$ cat src/rtl/dac_serializer_pkg.sv
// Shared definitions for the DAC serializer: FSM state encoding and default
// frame header / clock divider values.
package dac_serializer_pkg;

  typedef enum logic [2:0] {
    ST_IDLE  = 3'd0,
    ST_SETUP = 3'd1,
    ST_SHIFT = 3'd2,
    ST_GAP   = 3'd3,
    ST_LDAC  = 3'd4
  } state_t;

  localparam logic [3:0] DEF_HEADER = 4'b0011;
  localparam int         DEF_DIV    = 4;

  // Counter width that stays legal when the count range collapses to one value.
  function automatic int cnt_width(input int n);
    return (n > 1) ? $clog2(n) : 1;
  endfunction

endpackage

$ cat src/rtl/dac_serializer_if.sv
// Sample-side and DAC-pin bundle of the serializer. The master drives the NCO
// side; the slave is the serializer that drives the board DAC pins.
interface dac_serializer_if #(
  parameter int P = 12
);
  logic         en;
  logic         sample_valid;
  logic [P-1:0] amplitude;
  logic         clr_overrun;
  logic         dac_sclk;
  logic         dac_mosi;
  logic         dac_cs_n;
  logic         dac_ldac_n;
  logic         busy;
  logic         overrun;

  modport master (
    output en, sample_valid, amplitude, clr_overrun,
    input  dac_sclk, dac_mosi, dac_cs_n, dac_ldac_n, busy, overrun
  );

  modport slave (
    input  en, sample_valid, amplitude, clr_overrun,
    output dac_sclk, dac_mosi, dac_cs_n, dac_ldac_n, busy, overrun
  );
endinterface

$ cat src/rtl/dac_serializer_sclk_gen.sv
// Half-period tick generator: one-cycle o_tick every DIV enabled cycles,
// restarted by i_clr or whenever the enable drops.
module dac_sclk_gen
  import dac_serializer_pkg::*;
#(
  parameter int DIV = DEF_DIV
) (
  input  logic clk,
  input  logic reset,
  input  logic i_en,
  input  logic i_clr,
  output logic o_tick
);
  localparam int             CW   = cnt_width(DIV);
  localparam logic [CW-1:0]  LAST = CW'(DIV - 1);

  logic [CW-1:0] r_cnt;

  always_ff @(posedge clk) begin
    if (reset || i_clr || !i_en) begin
      r_cnt <= '0;
    end else if (r_cnt == LAST) begin
      r_cnt <= '0;
    end else begin
      r_cnt <= r_cnt + CW'(1);
    end
  end

  assign o_tick = i_en && (r_cnt == LAST);

endmodule

$ cat src/rtl/dac_serializer.sv
// Serializes NCO amplitude samples into 16-bit SPI frames for an MCP4921-class
// DAC, followed by an LDAC latch pulse. One pending slot, newest sample wins.
module dac_serializer
  import dac_serializer_pkg::*;
#(
  parameter int              P          = 12,
  parameter int              HB         = 4,
  parameter logic [HB-1:0]   HEADER     = DEF_HEADER,
  parameter int              DIV        = DEF_DIV,
  parameter int              OFFSET_BIN = 1
) (
  input  logic             clk,
  input  logic             reset,
  dac_serializer_if.slave  bus
);
  localparam int           W        = HB + P;
  localparam int           BW       = $clog2(W + 1);
  localparam logic [P-1:0] MSB_FLIP = (OFFSET_BIN != 0) ? (P'(1) << (P - 1)) : '0;

  state_t          r_state;
  logic [P-1:0]    r_pend;
  logic            r_pend_valid;
  logic [W-1:0]    r_shift;
  logic            r_sclk_int;
  logic [BW-1:0]   r_bit_cnt;
  logic            r_sclk, r_mosi, r_cs_n, r_ldac_n, r_busy, r_overrun;

  logic            w_capture, w_consume, w_ovr_set, w_tick;
  logic [P-1:0]    w_sample;

  assign w_capture = bus.sample_valid && bus.en;
  assign w_consume = (r_state == ST_IDLE) && r_pend_valid;
  assign w_ovr_set = w_capture && r_pend_valid && !w_consume;
  assign w_sample  = bus.amplitude ^ MSB_FLIP;

  dac_sclk_gen #(.DIV(DIV)) u_sclk_gen (
    .clk    (clk),
    .reset  (reset),
    .i_en   (r_state != ST_IDLE),
    .i_clr  (w_consume),
    .o_tick (w_tick)
  );

  // Pins are registered from the previous cycle's state, so every pin lags the
  // internal FSM by exactly one clock and stays mutually aligned.
  always_ff @(posedge clk) begin
    if (reset) begin
      r_state      <= ST_IDLE;
      r_pend       <= '0;
      r_pend_valid <= 1'b0;
      r_shift      <= '0;
      r_sclk_int   <= 1'b0;
      r_bit_cnt    <= '0;
      r_sclk       <= 1'b0;
      r_mosi       <= 1'b0;
      r_cs_n       <= 1'b1;
      r_ldac_n     <= 1'b1;
      r_busy       <= 1'b0;
      r_overrun    <= 1'b0;
    end else begin
      if (w_capture) begin
        r_pend       <= w_sample;
        r_pend_valid <= 1'b1;
      end else if (w_consume) begin
        r_pend_valid <= 1'b0;
      end

      if (w_ovr_set)            r_overrun <= 1'b1;
      else if (bus.clr_overrun) r_overrun <= 1'b0;

      r_cs_n   <= !((r_state == ST_SETUP) || (r_state == ST_SHIFT));
      r_mosi   <= ((r_state == ST_SETUP) || (r_state == ST_SHIFT)) ? r_shift[W-1] : 1'b0;
      r_sclk   <= (r_state == ST_SHIFT) ? r_sclk_int : 1'b0;
      r_ldac_n <= (r_state != ST_LDAC);
      r_busy   <= (r_state != ST_IDLE);

      case (r_state)
        ST_IDLE: begin
          if (w_consume) begin
            r_shift    <= {HEADER, r_pend};
            r_bit_cnt  <= '0;
            r_sclk_int <= 1'b0;
            r_state    <= ST_SETUP;
          end
        end
        ST_SETUP: if (w_tick) r_state <= ST_SHIFT;
        ST_SHIFT: begin
          if (w_tick) begin
            if (!r_sclk_int) begin
              r_sclk_int <= 1'b1;
              r_bit_cnt  <= r_bit_cnt + BW'(1);
            end else begin
              // Data advances on the falling edge; DAC samples on the rising one.
              r_sclk_int <= 1'b0;
              r_shift    <= {r_shift[W-2:0], 1'b0};
              if (r_bit_cnt == BW'(W)) r_state <= ST_GAP;
            end
          end
        end
        ST_GAP:  if (w_tick) r_state <= ST_LDAC;
        ST_LDAC: if (w_tick) r_state <= ST_IDLE;
        default: r_state <= ST_IDLE;
      endcase
    end
  end

  assign bus.dac_sclk   = r_sclk;
  assign bus.dac_mosi   = r_mosi;
  assign bus.dac_cs_n   = r_cs_n;
  assign bus.dac_ldac_n = r_ldac_n;
  assign bus.busy       = r_busy;
  assign bus.overrun    = r_overrun;

endmodule

$ cat src/flat_wrapper.sv
// flat-port wrapper written by rule: the top's interface ports become plain ports
module dac_serializer_flat import dac_serializer_pkg::*;
#(
  parameter int              P          = 12,
  parameter int              HB         = 4,
  parameter logic [HB-1:0]   HEADER     = DEF_HEADER,
  parameter int              DIV        = DEF_DIV,
  parameter int              OFFSET_BIN = 1
)
  (clk, reset, bus_en, bus_sample_valid, bus_amplitude, bus_clr_overrun, bus_dac_sclk, bus_dac_mosi, bus_dac_cs_n, bus_dac_ldac_n, bus_busy, bus_overrun);
  dac_serializer_if #(.P(P)) bus_i ();
  input  logic clk;
  input  logic reset;
  input wire logic [$bits(bus_i.en)-1:0] bus_en;
  input wire logic [$bits(bus_i.sample_valid)-1:0] bus_sample_valid;
  input wire logic [$bits(bus_i.amplitude)-1:0] bus_amplitude;
  input wire logic [$bits(bus_i.clr_overrun)-1:0] bus_clr_overrun;
  output wire logic [$bits(bus_i.dac_sclk)-1:0] bus_dac_sclk;
  output wire logic [$bits(bus_i.dac_mosi)-1:0] bus_dac_mosi;
  output wire logic [$bits(bus_i.dac_cs_n)-1:0] bus_dac_cs_n;
  output wire logic [$bits(bus_i.dac_ldac_n)-1:0] bus_dac_ldac_n;
  output wire logic [$bits(bus_i.busy)-1:0] bus_busy;
  output wire logic [$bits(bus_i.overrun)-1:0] bus_overrun;
  assign bus_i.en = bus_en;
  assign bus_i.sample_valid = bus_sample_valid;
  assign bus_i.amplitude = bus_amplitude;
  assign bus_i.clr_overrun = bus_clr_overrun;
  assign bus_dac_sclk = bus_i.dac_sclk;
  assign bus_dac_mosi = bus_i.dac_mosi;
  assign bus_dac_cs_n = bus_i.dac_cs_n;
  assign bus_dac_ldac_n = bus_i.dac_ldac_n;
  assign bus_busy = bus_i.busy;
  assign bus_overrun = bus_i.overrun;
  dac_serializer #(.P(P), .HB(HB), .HEADER(HEADER), .DIV(DIV), .OFFSET_BIN(OFFSET_BIN)) u_core (.clk(clk), .reset(reset), .bus(bus_i));
endmodule
$ cat config.mk
export PLATFORM = sky130hd
export DESIGN_NAME = dac_serializer_flat
export DESIGN_NICKNAME = d
export VERILOG_FILES = /design/src/rtl/dac_serializer_pkg.sv /design/src/rtl/dac_serializer_if.sv /design/src/rtl/dac_serializer_sclk_gen.sv /design/src/rtl/dac_serializer.sv /design/src/flat_wrapper.sv
export SDC_FILE = /design/constraint.sdc
export NUM_CORES = 1
export LEC_CHECK = 0
export ABC_AREA = 1
export ABC_CLOCK_PERIOD_IN_PS = 3600
export BUFFER_PORTS_ARGS = -buffer_cell sky130_fd_sc_hd__buf_2
export CORE_ASPECT_RATIO = 0.7
export CORE_MARGIN = 2
export CORE_UTILIZATION = 60
export DETAILED_ROUTE_END_ITERATION = 6
export HOLD_SLACK_MARGIN = 0.02
export PLACE_DENSITY_LB_ADDON = 0.15
export SLEW_MARGIN = 0
export SYNTH_ARGS = -nofsm -noshare
export SYNTH_HDL_FRONTEND = slang
export SYNTH_HIERARCHICAL = 1
export SYNTH_SLANG_ARGS = --single-unit
$ cat constraint.sdc
create_clock -name clk -period 3.6 [get_ports clk]
set_input_delay 0.36 -clock clk [delete_from_list [all_inputs] [get_ports clk]]
set_output_delay 0.36 -clock clk [all_outputs]
set_load 0.02 [all_outputs]
==> metrics.md <==
| Metric | Value |
|---|---|
| Max Fclk | 0.5065 GHz |
| #FFs+latches synth | 46 |
| Clk pwr share | 23.9% |
| Synth top area cells | dfxtp_1, nor2_1, nand2_1 |
| Detail Placement HPWL | 2.650 mm |
| CTS tree | done |
| Worst Path Required | 3.81 ns |
| Max Root-Sink Buffers | 2 |
| Syn avg cell area | 7.006 sq um |
| Port Buffer Count | 22 |
| Post-Layout Cell Count | 339 |
| CTS clk-pin slew, worst paths | 0.09 ns |
| Post-synthesis sequential area ratio | 46.61% |
| Cell Area, Synth | 0.001976 sq mm |
| Critical path startpoint category | register |
| Routability cong. | 0.8720 |
| Status | finished, final reports clean |
| Synth area leader | dfxtp_1 |
| Hold path depth | 2 |
| Total number of vias | 1729 |
| Number of distinct library cells after synthesis | 23 |
| Reg power frac | 36.8% |
| Hold Path Class | primary input to register |
| Wirelength, routed | 3.840 mm |
| Total global routing overflow | 0 |
| Row count | 17 |
| Share of cells above drive strength 1 | 13.62% |
| Setup ws final | 1.626 ns |
| Synth top area share | 46.61% |
| Min-delay src | bus_amplitude[11] |
| Initial antenna violation count | 0 |
| Switching part of the total power | 40.48% |
| Cts bufs inserted | 5 |
| Die Y | 52.01 um |
| Initial Util | 62.76% |
| Fin nets | 320 |
| H-tree level count | 2 |
| Vias in the first global route | 1421 |
| Die Width | 72.59 um |
| Drt pass-1 iters | 4 |
| Total GRT Usage | 22.99% |
| Lkg Pwr | 1.062 nW |
| Layout area overhead | 12.10% |
| Peak supply drop | 0.4510 mV |
| FF+latch area | 920.9 sq um |
| CTS sink cnt | 46 |
| Worst-Skew Late Latency | 0.30 ns |
| Die ar. | 0.003775 sq mm |
| Worst-path fanout max | 21 |
| PwrDens | 881.2 mW/mm^2 |
| Core Footprint | 0.003148 sq mm |
| Place WS | 1.689 ns |
| DRT antenna net count | 0 |
| Post-CTS Setup Bufs | 0 |
| Post-CTS sizing | 0 |
| Tcrit/Tclk final | 54.84% |
| Critical Path End Type | register |
| Pin count of the biggest net entering global routing | 33 |
| Clk_skew | 0.007991 ns |
| Area of the multi-input gates | 888.4 sq um |
| Via density | 5.100 |
| Mapped Nets | 302 |
| Cells after Synth | 282 |
| Worst R2R Path Depth | 8 |
| Pint | 1.162 mW |
| Max Cap Violations | 0 |
| WP data arrival | 2.18 ns |
| Clock Root Buffer | clkbuf_8 |
| Gate power share | 39.3% |
| Routed length per instance | 11.33 um |
| Pins Over Slew Limit | 0 |
| Fin Setup TNS | 0 ns |
| Unrepaired setup endpoints after global routing | false |
| Net Sw Power | 0.7900 mW |
| Final setup violation count | 0 |
| Worst Setup SP | u_core/r_state[2]$_SDFFE_PP0P_ |
| Worst rel slew slack | 46.70% |
| Yosys Warn Count | 6 |
| Top-Level Pins | 23 |
| Final hold vios | 0 |
| Post-CTS Hold Fix Bufs | 0 |
| DRC Markers | 0 |
| R2R Path Start | u_core/r_state[2]$_SDFFE_PP0P_ |
| First-pass GRT wire length | 6.561 mm |
| Iter 0 DRT Violations | 169 |
| Antenna diodes | 0 |
| WS Path Type | register to register |
| Final min period | 1.974 ns |
| Total power | 1.952 mW |
| Layout filler cell count | 266 |
| Placed Instances | 331 |
| Actual slew at the worst max-slew pin | 0.7987 ns |
==> per-layer routing <==
metal | GRT usage [%] | wire length (um) | up-vias
met2 | 30.76 | 1508 | 52
met5 | 0 | 0 | -
li1 | - | - | 910
met3 | 6.395 | 242 | 4
met4 | 7.716 | 44 | 0
met1 | 34.86 | 2045 | 763
==> final cells by class <==
class | instances | share of cell area [%]
inverters | 28 | 4.746
clock buffers | 6 | 3.729
repair buffers | 22 | 4.972
flip-flops and latches | 46 | 41.58
well taps | 38 | 2.147
multi-input cells | 197 | 40.11
clock inverters | 2 | 2.712
==> through the flow <==
| stage | utilization (%) | area (sq um) | hold WS, ns |
|---|---|---|---|
| 2_1_floorplan | - | 1976 | 0.3973 |
| 3_3_place_gp | 65.82 | 2072 | 0.4181 |
| 3_5_place_dp | 65.82 | 2072 | 0.4132 |
| 4_1_cts | 70.35 | 2215 | 0.2224 |
| 5_1_grt | 70.35 | 2215 | 0.2273 |
| 6_report | 70.35 | 2215 | 0.2297 |
==> cell usage in the layout, fill, tap and decap left out, types with 2 or more instances in the layout <==
master and instances:
nor2_1 67, nand2_1 65, dfxtp_1 46, o21ai_0 31, inv_1 24, buf_2 22, a21oi_1 9, nand3_1 8
clkbuf_8 6, inv_2 4, ha_1 3, bufinv_16 2, nor2_4 2, nand3_2 2, nand4_1 2, xor2_1 2
==> power groups by stage <==
stage                     clock network [mW]  registers, mW  logic (mW)
after floorplan                            0          0.720       0.657
after global placement                     0          0.726       0.745
after detailed placement                   0          0.726       0.753
after CTS                              0.474          0.717       0.758
after global routing                   0.495          0.736       0.877
final                                  0.466          0.718       0.767
==> logic make-up (layout without fill, tap and decap cells) <==
kind of cell             Yosys count  count (layout)  synth area share [%]
adder cells (fa/ha/maj)            3               3                 1.900
XOR/XNOR                           2               2                0.8868
AND/OR/NAND/NOR                  149             149                 30.97
AO/OA/AOI/OAI                     43              43                 11.21
flip-flops                        46              46                 46.61
buffers and inverters             39              58                 8.423
==> path summary, 6_finish.rpt <==
path | end | slack, ns
max reg2reg | u_core/r_state[0]$_SDFFE_PP0P_ | 1.63
max | u_core/r_state[0]$_SDFFE_PP0P_ | 1.63
min reg2reg | u_core/u_sclk_gen/r_cnt[0]$_SDFF_PP0_ | 0.42
min | u_core/r_pend[11]$_SDFFE_PP0N_ | 0.23
==> Yosys cell counts <==
library cell / instances
buf_6: 2
o21bai_1: 1
clkbuf_1: 4
nand2_2: 1
ha_1: 3
nand3_1: 8
nand4_1: 2
nor3_2: 1
nand2_1: 65
o21ai_2: 1
inv_2: 4
nor3_1: 1
a21oi_1: 9
o21ai_0: 31
buf_2: 4
inv_1: 24
xor2_1: 2
nand3_2: 2
dfxtp_1: 46
buf_1: 1
o21ai_1: 1
nor2_1: 67
nor2_4: 2
==> flip-flops by register name, indices dropped and copies added, names as in the netlist <==
| signal | cells |
|---|---|
| u_core/r_shift | 16 |
| u_core/r_pend | 12 |
| u_core/r_bit_cnt | 5 |
| u_core/r_state | 3 |
| u_core/u_sclk_gen/r_cnt | 2 |
| u_core/bus.busy | 1 |
| u_core/bus.dac_cs_n | 1 |
| u_core/bus.dac_ldac_n | 1 |
| u_core/bus.dac_mosi | 1 |
| u_core/bus.dac_sclk | 1 |
| u_core/bus.overrun | 1 |
| u_core/r_pend_valid | 1 |
| u_core/r_sclk_int | 1 |
==> worst max-delay path: stages, from the launching register on <==
cell     delay [ns]
dfxtp_1        0.36
nor2_4         0.19
nand2_1        0.42
inv_2          0.36
o21ai_0        0.13
nand3_1        0.20
nand2_1        0.09
nand2_1        0.07
nor2_1         0.05
No activity file was read; power rests on OpenSTA's default activity.
